==> src/rtl/uart_tx_arbiter_if.sv <==
`timescale 1ns/1ps
// Byte-source / UART handshake bundle shared by the trace stream, control stream and transmitter.
interface uart_tx_arbiter_if;
    logic       trace_avail;
    logic [7:0] trace_byte;
    logic       trace_next;
    logic       ctl_avail;
    logic [7:0] ctl_byte;
    logic       ctl_last;
    logic       ctl_next;
    logic       tx_free;
    logic       transmit;
    logic [7:0] tx_byte;
    logic       grant_ctl;
    logic [7:0] burst_cnt;

    modport master (
        output trace_avail, trace_byte, ctl_avail, ctl_byte, ctl_last, tx_free,
        input  trace_next, ctl_next, transmit, tx_byte, grant_ctl, burst_cnt
    );

    modport slave (
        input  trace_avail, trace_byte, ctl_avail, ctl_byte, ctl_last, tx_free,
        output trace_next, ctl_next, transmit, tx_byte, grant_ctl, burst_cnt
    );
endinterface

==> src/rtl/uart_tx_arbiter.sv <==
`timescale 1ns/1ps
// Shares one UART transmitter between the trace stream and the control stream, switching
// owners only at trace-frame or control-message boundaries, with a trace burst limit.
module uart_tx_arbiter #(
    parameter int FRAME_LEN = 16,
    parameter int MAX_BURST = 4,
    parameter int HOLDOFF   = 2
) (
    input  logic             clk,
    input  logic             rst,
    uart_tx_arbiter_if.slave bus
);
    localparam int IDX_W  = (FRAME_LEN > 1) ? $clog2(FRAME_LEN) : 1;
    localparam int HOLD_W = (HOLDOFF > 0) ? $clog2(HOLDOFF + 1) : 1;

    localparam logic [IDX_W-1:0]  LAST_IDX  = IDX_W'(FRAME_LEN - 1);
    localparam logic [HOLD_W-1:0] HOLD_LD   = HOLD_W'(HOLDOFF);
    localparam logic [7:0]        BURST_MAX = 8'(MAX_BURST);

    localparam logic [1:0] S_IDLE  = 2'd0;
    localparam logic [1:0] S_TRACE = 2'd1;
    localparam logic [1:0] S_CTL   = 2'd2;

    logic [1:0]        r_state;
    logic [IDX_W-1:0]  r_idx;
    logic [HOLD_W-1:0] r_hold;
    logic [7:0]        r_burst;
    logic [7:0]        r_tx_byte;
    logic              r_transmit;
    logic              r_trace_next;
    logic              r_ctl_next;
    logic              r_grant;

    logic w_idle;
    logic w_pick_ctl;
    logic w_sel_trace;
    logic w_sel_ctl;
    logic w_ready;
    logic w_issue_trace;
    logic w_issue_ctl;

    function automatic logic [7:0] sat_inc(input logic [7:0] v);
        return (v >= BURST_MAX) ? BURST_MAX : v + 8'd1;
    endfunction

    // In IDLE control wins only when trace is absent or has used up its burst allowance.
    assign w_idle        = (r_state == S_IDLE);
    assign w_pick_ctl    = bus.ctl_avail && (!bus.trace_avail || (r_burst >= BURST_MAX));
    assign w_sel_ctl     = (r_state == S_CTL)   || (w_idle && w_pick_ctl);
    assign w_sel_trace   = (r_state == S_TRACE) || (w_idle && !w_pick_ctl);
    assign w_ready       = (r_hold == '0) && bus.tx_free;
    assign w_issue_trace = w_ready && w_sel_trace && bus.trace_avail;
    assign w_issue_ctl   = w_ready && w_sel_ctl && bus.ctl_avail;

    always_ff @(posedge clk) begin
        if (rst) begin
            r_state      <= S_IDLE;
            r_idx        <= '0;
            r_hold       <= '0;
            r_burst      <= 8'd0;
            r_tx_byte    <= 8'h00;
            r_transmit   <= 1'b0;
            r_trace_next <= 1'b0;
            r_ctl_next   <= 1'b0;
            r_grant      <= 1'b0;
        end else begin
            r_transmit   <= w_issue_trace || w_issue_ctl;
            r_trace_next <= w_issue_trace;
            r_ctl_next   <= w_issue_ctl;

            if (w_issue_trace || w_issue_ctl) begin
                r_hold <= HOLD_LD;
            end else if (r_hold != '0) begin
                r_hold <= r_hold - 1'b1;
            end

            if (w_issue_trace) begin
                r_tx_byte <= bus.trace_byte;
                r_grant   <= 1'b0;
                if (r_idx == LAST_IDX) begin
                    r_idx   <= '0;
                    r_burst <= sat_inc(r_burst);
                    r_state <= S_IDLE;
                end else begin
                    r_idx   <= r_idx + 1'b1;
                    r_state <= S_TRACE;
                end
            end else if (w_issue_ctl) begin
                r_tx_byte <= bus.ctl_byte;
                r_grant   <= 1'b1;
                if (bus.ctl_last) begin
                    r_burst <= 8'd0;
                    r_state <= S_IDLE;
                end else begin
                    r_state <= S_CTL;
                end
            end else if (r_state != S_CTL) begin
                // Grant lingers one cycle past the final control byte, then drops.
                r_grant <= 1'b0;
            end
        end
    end

    assign bus.transmit   = r_transmit;
    assign bus.tx_byte    = r_tx_byte;
    assign bus.trace_next = r_trace_next;
    assign bus.ctl_next   = r_ctl_next;
    assign bus.grant_ctl  = r_grant;
    assign bus.burst_cnt  = r_burst;
endmodule

==> src/flat_wrapper.sv <==
// flat-port wrapper written by rule: the top's interface ports become plain ports
module uart_tx_arbiter_flat 
#(
    parameter int FRAME_LEN = 16,
    parameter int MAX_BURST = 4,
    parameter int HOLDOFF   = 2
)
  (clk, rst, bus_trace_avail, bus_trace_byte, bus_ctl_avail, bus_ctl_byte, bus_ctl_last, bus_tx_free, bus_trace_next, bus_ctl_next, bus_transmit, bus_tx_byte, bus_grant_ctl, bus_burst_cnt);
  uart_tx_arbiter_if bus_i ();
  input  logic clk;
  input  logic rst;
  input wire logic [$bits(bus_i.trace_avail)-1:0] bus_trace_avail;
  input wire logic [$bits(bus_i.trace_byte)-1:0] bus_trace_byte;
  input wire logic [$bits(bus_i.ctl_avail)-1:0] bus_ctl_avail;
  input wire logic [$bits(bus_i.ctl_byte)-1:0] bus_ctl_byte;
  input wire logic [$bits(bus_i.ctl_last)-1:0] bus_ctl_last;
  input wire logic [$bits(bus_i.tx_free)-1:0] bus_tx_free;
  output wire logic [$bits(bus_i.trace_next)-1:0] bus_trace_next;
  output wire logic [$bits(bus_i.ctl_next)-1:0] bus_ctl_next;
  output wire logic [$bits(bus_i.transmit)-1:0] bus_transmit;
  output wire logic [$bits(bus_i.tx_byte)-1:0] bus_tx_byte;
  output wire logic [$bits(bus_i.grant_ctl)-1:0] bus_grant_ctl;
  output wire logic [$bits(bus_i.burst_cnt)-1:0] bus_burst_cnt;
  assign bus_i.trace_avail = bus_trace_avail;
  assign bus_i.trace_byte = bus_trace_byte;
  assign bus_i.ctl_avail = bus_ctl_avail;
  assign bus_i.ctl_byte = bus_ctl_byte;
  assign bus_i.ctl_last = bus_ctl_last;
  assign bus_i.tx_free = bus_tx_free;
  assign bus_trace_next = bus_i.trace_next;
  assign bus_ctl_next = bus_i.ctl_next;
  assign bus_transmit = bus_i.transmit;
  assign bus_tx_byte = bus_i.tx_byte;
  assign bus_grant_ctl = bus_i.grant_ctl;
  assign bus_burst_cnt = bus_i.burst_cnt;
  uart_tx_arbiter #(.FRAME_LEN(FRAME_LEN), .MAX_BURST(MAX_BURST), .HOLDOFF(HOLDOFF)) u_core (.clk(clk), .rst(rst), .bus(bus_i));
endmodule
==> config.mk <==
export PLATFORM = sky130hd
export DESIGN_NAME = uart_tx_arbiter_flat
export DESIGN_NICKNAME = d
export VERILOG_FILES = /design/src/rtl/uart_tx_arbiter_if.sv /design/src/rtl/uart_tx_arbiter.sv /design/src/flat_wrapper.sv
export SDC_FILE = /design/constraint.sdc
export NUM_CORES = 1
export LEC_CHECK = 0
export CORE_MARGIN = 2
export CORE_UTILIZATION = 40
export CTS_CLUSTER_SIZE = 40
export DETAILED_ROUTE_END_ITERATION = 6
export PLACE_DENSITY = 0.72
export SLEW_MARGIN = 20
export SYNTH_ARGS = -nofsm -noshare
export SYNTH_HDL_FRONTEND = slang
export SYNTH_SLANG_ARGS = --single-unit
==> constraint.sdc <==
create_clock -name clk -period 4.4 [get_ports clk]
set_input_delay 0.44 -clock clk [delete_from_list [all_inputs] [get_ports clk]]
set_output_delay 0.44 -clock clk [all_outputs]
set_load 0.01 [all_outputs]
# Word level (Yosys, flattened, before mapping)

Cells that the tools add are included.

Add/sub/neg operators: 3
Equal/unequal tests: 5
Reduce and logical (&&, ||, !) cells: 24
Muxes and demuxes: 16
Magnitude comparators: 1

Operators with widths:

| cell                | count |
|---|---|
| $mux 8              | 7 |
| $mux 2              | 5 |
| $reduce_bool 2->1   | 5 |
| $add 8x1->8 const B | 1 |
| $ge 8x3->1 const B  | 1 |
| $logic_and 1x1->1   | 8 |
| $add 4x1->4 const B | 1 |
| $eq 4x4->1 const B  | 1 |
| $logic_not 2->1     | 2 |
| $logic_or 1x1->1    | 4 |
| $mux 4              | 1 |
| $ne 2x2->1 const B  | 2 |
| $reduce_or 2->1     | 2 |
| $mux 1              | 3 |
| $reduce_and 3->1    | 1 |
| $eq 2x1->1 const B  | 1 |
| $eq 2x2->1 const B  | 1 |
| $logic_not 1->1     | 2 |
| $sub 2x1->2 const B | 1 |

Logic and storage cells: 59
Input bits: 22
Bits in registers: 28
Output and inout bits: 20

# Longest topological paths before layout

Word-level depth: 10
Mapped depth: 6
Depth with buffers taken out: 6

# Worst setup path after synthesis

Ideal clock, no wire load.

Path kind: input -> register
Start point: in bus_tx_free
End point: reg u_core.r_burst[4], in the netlist u_core.bus.burst_cnt[4]
Data required time: 4314 ps
Stages: 5
Buffers on the path: 0
Path slack: 2553 ps
Data arrival time: 1762 ps
Path through: or3b_1 a311oi_4 o2bb2ai_2 a41oi_1 a211oi_1

Longest elaborated chain between the ends: 5

Ends and longest elaborated chain:

| item                                                             | RTL line                                     | text |
|---|---|---|
| start: declaration                                               | flat_wrapper.sv:17                           | `input wire logic [$bits(bus_i.tx_free)-1:0] bus_tx_free;` |
| $logic_and 1x1->1 (*)                                            | uart_tx_arbiter.sv:51                        | `assign w_ready = (r_hold == '0) && bus.tx_free;` |
| $logic_and 1x1->1, on equally long branches (2 in series)        | uart_tx_arbiter.sv:52, uart_tx_arbiter.sv:53 |  |
| $ne 2x2->1 (no source line) or $reduce_bool 2->1 (tied branches) | -                                            |  |
| $reduce_and 3->1 (no source line)                                | -                                            |  |
| end signal: assignment                                           | uart_tx_arbiter.sv:82                        | `r_burst <= sat_inc(r_burst);` |
| end: declaration                                                 | uart_tx_arbiter.sv:27                        | `logic [7:0] r_burst;` |

Every way passes the cells marked *; elsewhere a longest branch is shown, timed or not.
A chain may end at the register's enable or synchronous reset.

# Worst setup path in the final report

Ends and elaborated chain as after synthesis.

==> impl_metrics.ini <==
[timing]
max_freq_mhz = 412
grt_setup_unrepaired = false
holdWs_ps = 486
setup_viol = 0
hold_viol = 0
tns_ps = 0
finalMaxSlewViolations = 0
tightest_slew_ps = 866
clock_skew_ps = 12.9
min_period_ps = 2430
max_slew_margin = 0.421
setup_ws_ps = 1970
finalCritPeriodShare = 0.552

[global_routing]
overflow = 0
grt_usage = 0.153
grt_max_degree = 26
grt_pass1_vias = 1028
antenna_found_initial = 0
grt_pass1_wl_um = 4170

[detailed_routing]
wl_um = 2540
avgViaCountPerCell = 5.29
drc_errors = 4
antenna_left = 0
routed-via-count = 1032
drtIter0Drc = 25
first_pass_iters = 6
wire_per_inst_um = 13.0

[synthesis]
synth_ff_type = dfxtp_1
ys_seq_elements = 28
syn_area_sq_um = 1200
async_reset_ff_frac = 0
synth_top_area_frac = 0.467
synth.area.top_cells = dfxtp_1 (47%), mux2i_1 (8.3%), nor2_1 (6.6%)
syn_inst = 125
synth_cell_type_count = 33
avgSynthCellArea_sq_um = 9.61
synth_common_cells = dfxtp_1 (28), nor2_1 (21), a211oi_1 (10), mux2i_1 (10), nand2_1 (7)
yosys.area.top_type = dfxtp_1
synth_enable_flop_cells = 0
ys_seq_area_frac = 0.467
synth.most_common_cell = dfxtp_1
synth-warning-count = 0
synth_fp_nets = 150

[floorplan]
die_h_um = 58.8
ios = 42
fp.dieW_um = 58.8
initial_core_util = 0.428
placementRows = 19
core_region_area_sq_um = 2810
dieArea_sq_um = 3460

[clock_tree]
cts_root_buffer = clkbuf_4
insertion_delay_ps = 330
clk_pin_slew_ps = 150
cts_buffers = 3
post_cts_resized = 0
cts_tree = done
cts_hold_buf = 0
cts_max_level = 1
clk_path_buf_depth = 2
cts_sinks = 28
postCtsSetupBuffers = 0

[place]
dp.cells = 191
pre_cts_slack_ps = 1600
dp_hpwl_um = 1880
gp_congestion = 0.678
port_buffers = 41
dpl-instance-area_sq_um = 1620

[pwr]
p_leak_nw = 0.592
peakVddDrop_uv = 225
total_power_uw = 519
p_per_area_nw_per_um2 = 311

[final_layout]
layout.nets = 190
drive_above_1_share = 0.0488
fin_cells = 195
final_area_sq_um = 1670
n_antenna_cell = 0
fin_util = 0.596
area.growth.synth_to_final_pct = 39.2

[critical_path]
cp_cell_sequence = clkdlybuf4s50_1, or3b_1, a311oi_4, o2bb2ai_2, a41oi_1, a211oi_1
worstPathRequired_ps = 4650
end_kind = flip-flop
slowest_delay_ps = 750
arrival_ps = 2680
rr_worst_depth = 5
critPathMaxFanout = 14
slowest_stage = a311oi_4
worst_setup_path_start_kind = input pin
critical_path_class = input pin to flip-flop

[min_path]
whs_path_depth = 1
hold_path.class = flip-flop to flip-flop

[run]
cap_violations = 0

[status]
violations = design-rule violations
status = complete, but fails checks
-- worst paths after layout --
kind / startpoint / endpoint / slack (ps)
setup / recovery: bus_tx_free / u_core.bus.burst_cnt[4]$_SDFFE_PP0P_ / 1970
hold / removal: u_core.r_hold[0]$_SDFFE_PP0P_ / u_core.r_hold[0]$_SDFFE_PP0P_ / 490
setup reg to reg: u_core.bus.burst_cnt[2]$_SDFFE_PP0P_ / u_core.r_idx[3]$_SDFFE_PP0P_ / 2120
hold reg to reg: u_core.r_hold[0]$_SDFFE_PP0P_ / u_core.r_hold[0]$_SDFFE_PP0P_ / 490
-- registers in the layout, summed over array words and instances, names as in the netlist --
name and cells:
u_core.r_hold 2, u_core.r_state 2, u_core.bus.transmit 1, u_core.bus.burst_cnt 8
u_core.r_idx 4, u_core.bus.ctl_next 1, u_core.bus.tx_byte 8, u_core.bus.trace_next 1
u_core.bus.grant_ctl 1
-- cells in the final DEF, fill, tap and decap left out, types with 4 or more instances in the layout --
cell type | Yosys | final
clkdlybuf4s50_1 | 0 | 41
dfxtp_1 | 28 | 28
nor2_1 | 21 | 21
mux2i_1 | 10 | 10
a211oi_1 | 10 | 10
nand2_1 | 7 | 7
a21oi_1 | 6 | 6
inv_1 | 5 | 5
and2_1 | 4 | 4
-- per-layer routing --
layer,vias to the layer above,GRT usage,share of wire
met5,-,0,0
met4,0,0.0292,0.0039
met3,2,0.0462,0.078
met2,41,0.284,0.49
met1,477,0.173,0.42
li1,512,-,-
-- layout make-up --
type / instances / area [sq um]
clock buffer: 3 / 22.5
clock inverter: 1 / 30.0
fill: 263 / 1130
inverter: 5 / 18.8
multi-input combinational: 86 / 591
sequential: 28 / 561
tap: 31 / 38.8
timing repair buffer: 41 / 410
-- worst max-delay path: cells and delay by family --
kind	cells	cell delay, ps
compound gates	4	1370
simple gates	1	400
buf+inv	1	470
-- cells by family after synthesis --
logic type	count (synthesis)	synth area share
xor gates and xnor gates	1	0.00729
and+or+nand+nor	48	0.208
DFF	28	0.467
adders and majority gates	3	0.0313
muxes	10	0.0833
AOI/OAI and AO/OA	24	0.161
buffers and inverters	11	0.0417
-- power breakdown --
group	internal (mW)	switching [mW]
Combinational	0.0455	0.0342
Clock	0.0922	0.0745
Sequential	0.266	0.00720
Note: power is estimated with default switching activity, not from simulation.
